<file path="src/rtl/sample_demux_four.sv">
// sample_demux_four
// Collects one sample per channel (four channels) into a held frame.
// Samples arrive in any channel order; once every channel has been
// written since the last frame, the frame is presented and input is
// stalled until the consumer acknowledges it. Rewriting a channel that
// is already fresh overwrites it and raises a one-cycle duplicate pulse.
module sample_demux_four #(
  parameter int DATA_W = 8
) (
  input  logic                  clk,
  input  logic                  rst,
  input  logic                  in_valid,
  input  logic [1:0]            in_sel,
  input  logic [DATA_W-1:0]     in_data,
  output logic                  in_ready,
  input  logic                  frame_ack,
  output logic [4*DATA_W-1:0]   out_data,
  output logic [3:0]            out_fresh,
  output logic                  frame_valid,
  output logic                  dup_err,
  output logic [7:0]            frame_cnt
);

  // Two-state controller: gathering samples, or holding a complete frame.
  localparam logic [0:0] COLLECT = 1'b0;
  localparam logic [0:0] FULL    = 1'b1;

  logic [0:0]        state_q;
  logic [0:0]        state_d;
  logic [DATA_W-1:0] chan_q [4];
  logic [DATA_W-1:0] chan_d [4];
  logic [3:0]        fresh_q;
  logic [3:0]        fresh_d;
  logic              dupErr_q;
  logic              dupErr_d;
  logic [7:0]        frameCnt_q;
  logic [7:0]        frameCnt_d;

  logic              accept;
  logic              frameDone;
  logic              frameTaken;
  logic [3:0]        selOneHot;
  logic [3:0]        freshMerged;

  // Decode the handshake and work out what the fresh flags would look like
  // with this cycle's write folded in, so frame completion is seen on the
  // same edge as the last sample.
  always_comb begin
    selOneHot   = 4'b0001 << in_sel;
    accept      = in_valid && (state_q == COLLECT);
    freshMerged = fresh_q | (accept ? selOneHot : 4'b0000);
    frameDone   = accept && (&freshMerged);
    frameTaken  = (state_q == FULL) && frame_ack;
  end

  // Next-state logic for the controller, the fresh flags, the duplicate
  // pulse and the frame counter.
  always_comb begin
    state_d    = state_q;
    fresh_d    = fresh_q;
    dupErr_d   = 1'b0;
    frameCnt_d = frameCnt_q;
    case (state_q)
      COLLECT: begin
        fresh_d  = freshMerged;
        dupErr_d = accept && fresh_q[in_sel];
        if (frameDone) begin
          state_d = FULL;
        end
      end
      FULL: begin
        if (frameTaken) begin
          state_d    = COLLECT;
          fresh_d    = 4'b0000;
          frameCnt_d = frameCnt_q + 8'd1;
        end
      end
      default: begin
        state_d = COLLECT;
      end
    endcase
  end

  // Channel data only moves on an accepted sample; everything else,
  // including frame acknowledge, leaves the last values in place.
  always_comb begin
    for (int c = 0; c < 4; c++) begin
      chan_d[c] = chan_q[c];
      if (accept && (in_sel == 2'(c))) begin
        chan_d[c] = in_data;
      end
    end
  end

  // State registers; reset wins over any accept or acknowledge on the same
  // edge and throws away a partially collected frame.
  always_ff @(posedge clk) begin
    if (rst) begin
      state_q    <= COLLECT;
      fresh_q    <= 4'b0000;
      dupErr_q   <= 1'b0;
      frameCnt_q <= 8'd0;
      for (int c = 0; c < 4; c++) begin
        chan_q[c] <= '0;
      end
    end else begin
      state_q    <= state_d;
      fresh_q    <= fresh_d;
      dupErr_q   <= dupErr_d;
      frameCnt_q <= frameCnt_d;
      for (int c = 0; c < 4; c++) begin
        chan_q[c] <= chan_d[c];
      end
    end
  end

  // Pack the channel registers with channel 0 in the lowest slice.
  for (genvar g = 0; g < 4; g++) begin : gPack
    assign out_data[g*DATA_W +: DATA_W] = chan_q[g];
  end

  // Outputs are decoded from registers only, so nothing upstream sees a
  // combinational path back from its own inputs.
  assign in_ready    = (state_q == COLLECT);
  assign frame_valid = (state_q == FULL);
  assign out_fresh   = fresh_q;
  assign dup_err     = dupErr_q;
  assign frame_cnt   = frameCnt_q;

endmodule

</file>
<file path="config.mk">
export PLATFORM = sky130hd
export DESIGN_NAME = sample_demux_four
export DESIGN_NICKNAME = d
export VERILOG_FILES = /design/src/rtl/sample_demux_four.sv
export SDC_FILE = /design/constraint.sdc
export NUM_CORES = 1
export LEC_CHECK = 0
export CORE_AREA = 4 4 66 68
export DETAILED_ROUTE_END_ITERATION = 6
export DIE_AREA = 0 0 70 72
export PLACE_DENSITY = 0.92
export SYNTH_ARGS = -nofsm -noshare
export SYNTH_HDL_FRONTEND = slang
export SYNTH_SLANG_ARGS = --single-unit
</file>
<file path="constraint.sdc">
create_clock -name clk -period 2.1 [get_ports clk]
set_input_delay 0.21 -clock clk [delete_from_list [all_inputs] [get_ports clk]]
set_output_delay 0.21 -clock clk [all_outputs]
set_load 0.05 [all_outputs]
</file>
==> impl_summary.md <==
Run status
The run finished with clean final reports.

Hold path
The worst hold path class is register to register. The worst hold path begins at chan_q[3][5].

Logic synthesis
The share of the synthesized area in the top cell type is 51.8%. Of the synthesized area, sequential elements account for 51.8%. The synthesized netlist devotes 0.703% of its cell area to adder and majority cells. The total number of yosys warnings is 0. The main flop type after synthesis is sky130_fd_sc_hd__dfxtp_1. The largest family of logic cells by synthesized area is simple AND/OR/NAND/NOR gates. The number of standard cells after synthesis is 195. The share of synthesized cell area in and, or, nand and nor gates is 21.2%.

In the synthesized netlist the async set-or-reset flop fraction comes to 0%. Counting flops with a built-in enable in the synthesized netlist gives 0. Counting every net in the synthesized netlist gives 210. Sorting the synthesized cells by area gives the leading types as sky130_fd_sc_hd__dfxtp_1 52%, sky130_fd_sc_hd__mux2i_1 9.0%, sky130_fd_sc_hd__nand2_1 7.4%, sky130_fd_sc_hd__a21oi_1 7.0%, sky130_fd_sc_hd__nor2_1 4.9%. The share of the synthesized area in compound gates (AO/OA/AOI/OAI) is 11.1%. In this run the mean area of a mapped cell was 9.12 um^2. The xor and xnor area share after synthesis is 0.985%. After synthesis the netlist holds a flip-flop and latch count of 46. After synthesis, the netlist uses 31 different library cells.

sky130_fd_sc_hd__dfxtp_1 takes more of the synthesized area than any other cell. The mux contribution to synthesized area is 10.3%. The cell area that synthesis handed to floorplanning was 1780 um^2.

Critical path
The startpoint class of the critical path is a register. The worst setup path endpoint is in_ready. Across all register-to-register paths, the minimum setup slack is 590 ps. For this run, the slowest stage of the critical path takes 700 ps. The worst setup path is captured at an output port.

The largest individual stage delay along the critical path comes from the cell sky130_fd_sc_hd__clkdlybuf4s50_1. The critical path's top delay family is buffers and inverters. The critical path crosses 2 cells after its start point. The worst register-to-register path ends at frame_cnt[5]. The worst-path maximum fanout is 16. The signal on the critical path passes through inv_1, clkdlybuf4s50_1. The number of buffer and inverter stages on the critical path is 2. Counting cells, the worst reg-to-reg path comes to 3. In this run the worst setup path begins at frame_valid.

The worst setup path is of the register to output port kind. The worst register-to-register path begins at frame_valid. Data on the critical path is required at its endpoint by 1890 ps. The critical path data arrival time is 1610 ps.

Floorplanning
The floorplan has 23 rows. The boundary pin count is 61. The initial cell density of the core is 46.1%. The die is 72 um tall.

The region available for standard cell placement spans 3860 um^2. The die covers 5040 um^2. From left edge to right edge, the die measures 70 um.

Timing
The hold slack is 461 ps. After routing, the total negative slack on setup checks comes to 0 ps. The headroom to the max-slew limit is 63.7%. The portion of the clock cycle consumed by the worst path in the final layout is 86.7%. Setup repair after global routing left no endpoint under its margin. The worst path needs 1820 ps of the cycle, external delays included. The highest achievable clock rate is 549 MHz. Between clock sinks in the finished design, the worst skew comes to 7.88 ps.

Setup violations remaining at the end of the flow were counted as 0. The number of failing hold endpoints at the final stage is 0. The transition time at the pin with the least slew margin is 543 ps.

The number of max-slew violations in the final report came to 0.

Power
The portion of total power attributed to sequential cells is 49.5%. The leakage power summed over all cells is 0.886 nW. In this run the power density over the cells is 724 nW/um^2. The combinational share of power is 14.1%. Per report_power, the clock group accounts for 36.4% of the total. The switching share of power is 26.8%. The internal power of the cells is 1.35 mW. The worst-case IR drop observed on VDD is 514 uV.

The net load switching power is 494 uW.

Clocking
The clock tree root driver cell is sky130_fd_sc_hd__clkbuf_8. CTS saw 46 sinks. After clock tree synthesis, the setup repair step added 0 buffers. The clock insertion delay at the later pin of the skew report is 310 ps. The number of gates resized after CTS is 0.

For this design, the CTS-stage hold fixing added 0 buffers. The clock edge transition at the registers on the reported setup and hold paths is 90 ps. The buffer levels on the longest clock path is 2.

The H-tree was split into 2 levels. The number of buffers created by CTS is 5. TritonCTS built the clock tree.

Route
The vias after detailed routing is 1588. The first-iteration detailed-routing DRC count is 83. The per-cell via count in the routed design is 5.19. Wires add up to 4480 um. After detailed routing, the average wire length per cell comes to 14.6 um. The count of nets left with antenna violations once routing finished came out at 0. The first detailed-routing pass took 5 iterations.

The number of design rule violations left after detail routing is 0.

Global routing
The pin count of the biggest net entering global routing is 24. The initial antenna violation count is 0. Global routing consumed, over all layers together, 18.1% of the routing resources. The via count of the first global-routing pass was 1575. The first global-routing pass estimated 7140 um of wire. The total congestion overflow is 0.

Placement
The number of buffers inserted by port buffering is 60. Routability-driven placement finished with a final weighted congestion of 0.800. The placed instances occupy a cell area of 2430 um^2. Summed over all nets, the half-perimeter wirelength after detailed placement is 3220 um. The count of placed standard cells including taps is 298.

Final layout
The number of cells in the finished layout apart from fillers is 306. The share of layout cells above drive strength 1 is 8.20%. 0 antenna diodes ended up in the layout. Once layout is done, the placed cells without fillers occupy 2550 um^2. Relative to the synthesized area, the layout overhead comes to 43.2%. The net count reported at finish is 270.

The final cell utilization of the core is 66.1%.

Job
The tool flagged a number of max-cap violations equal to 0.
synth_stat cells (2+ instances only):
| cell type | count |
|---|---|
| sky130_fd_sc_hd__a21oi_1 | 25 |
| sky130_fd_sc_hd__xor2_1 | 2 |
| sky130_fd_sc_hd__nor4bb_1 | 2 |
| sky130_fd_sc_hd__or4_1 | 2 |
| sky130_fd_sc_hd__nand4_1 | 2 |
| sky130_fd_sc_hd__nand2_1 | 35 |
| sky130_fd_sc_hd__o21ai_0 | 4 |
| sky130_fd_sc_hd__or3_1 | 3 |
| sky130_fd_sc_hd__nand3_1 | 4 |
| sky130_fd_sc_hd__clkbuf_1 | 5 |
| sky130_fd_sc_hd__mux2i_1 | 16 |
| sky130_fd_sc_hd__inv_1 | 2 |
| sky130_fd_sc_hd__nor2_1 | 23 |
| sky130_fd_sc_hd__o31ai_1 | 2 |
| sky130_fd_sc_hd__buf_2 | 6 |
| sky130_fd_sc_hd__a22oi_1 | 2 |
| sky130_fd_sc_hd__dfxtp_1 | 46 |
worst min-delay path by stage:
stage                    to  slack (ps)  depth (start not counted)
2_1_floorplan  out_fresh[0]         310                          1
3_3_place_gp   chan_q[3][1]         440                          2
3_5_place_dp   chan_q[3][5]         450                          2
4_1_cts        chan_q[3][5]         470                          2
5_1_grt        chan_q[0][1]         480                          2
6_report       chan_q[3][5]         460                          2
logic make-up after synthesis:
kind of cell    after synthesis
fa+ha+maj                     1
flops                        46
compound gates               36
mux                          17
xor+xnor                      2
buf+inv                      15
simple gates                 78
layout make-up:
| class | count | area (um^2) |
|---|---|---|
| fill | 317 | 1310 |
| clock buffer | 5 | 68.8 |
| multi-input combinational | 134 | 800 |
| sequential | 46 | 922 |
| timing repair buffer | 66 | 643 |
| inverter | 2 | 7.51 |
| tap | 50 | 62.6 |
| clock inverter | 3 | 43.8 |
state kept, by name, indices dropped and copies added, names as in the netlist:
signal       flops
frame_cnt        8
dup_err          1
out_fresh        4
frame_valid      1
chan_q          32
routing by layer:
metal | vias to the layer above | track usage (%) | share of wire [%]
met5 | - | 0 | 0
met4 | 0 | 7.23 | 2.5
met3 | 13 | 7.76 | 8.1
met2 | 62 | 31.5 | 50
met1 | 728 | 19.4 | 39
li1 | 785 | - | -
worst register-to-register path: stages, from the launching register on:
cell and delay, ps:
sky130_fd_sc_hd__dfxtp_2 530, sky130_fd_sc_hd__nand2_2 220, sky130_fd_sc_hd__or4_1 540, sky130_fd_sc_hd__a21oi_1 150
cell usage in the layout (no fill, tap or decap), drive strengths merged:
cell	instances
bufinv	1
xor2	2
nand4b	1
nand4	2
mux4	1
clkdlybuf4s50	59
o21ai	4
a21o	1
o31ai	2
nand3	4
clkbuf	5
inv	3
dfxtp	46
nor4bb	2
and2	1
o211ai	1
or4	2
or4b	1
clkinv	1
or3	3
buf	7
a22oi	2
nor3b	1
a21oi	25
ha	1
nor2	23
a211oi	1
and4b	1
nor4b	1
mux2i	16
nand2	36
power groups by stage:
stage	combinational, mW	sequential (mW)	clock (mW)
floorplan	0.0715	1.02	0
finish	0.261	0.913	0.672
CTS	0.262	0.913	0.680
detailed placement	0.260	0.933	0
global placement	0.257	0.932	0
global route	0.275	0.916	0.712
through the flow:
stage          setup WS (ps)  power, mW
2_1_floorplan            414       1.09
3_3_place_gp             222       1.19
3_5_place_dp             126       1.19
4_1_cts                 68.6       1.85
5_1_grt                  217       1.90
6_report                 279       1.84
Note: power is estimated with default switching activity, not from simulation.
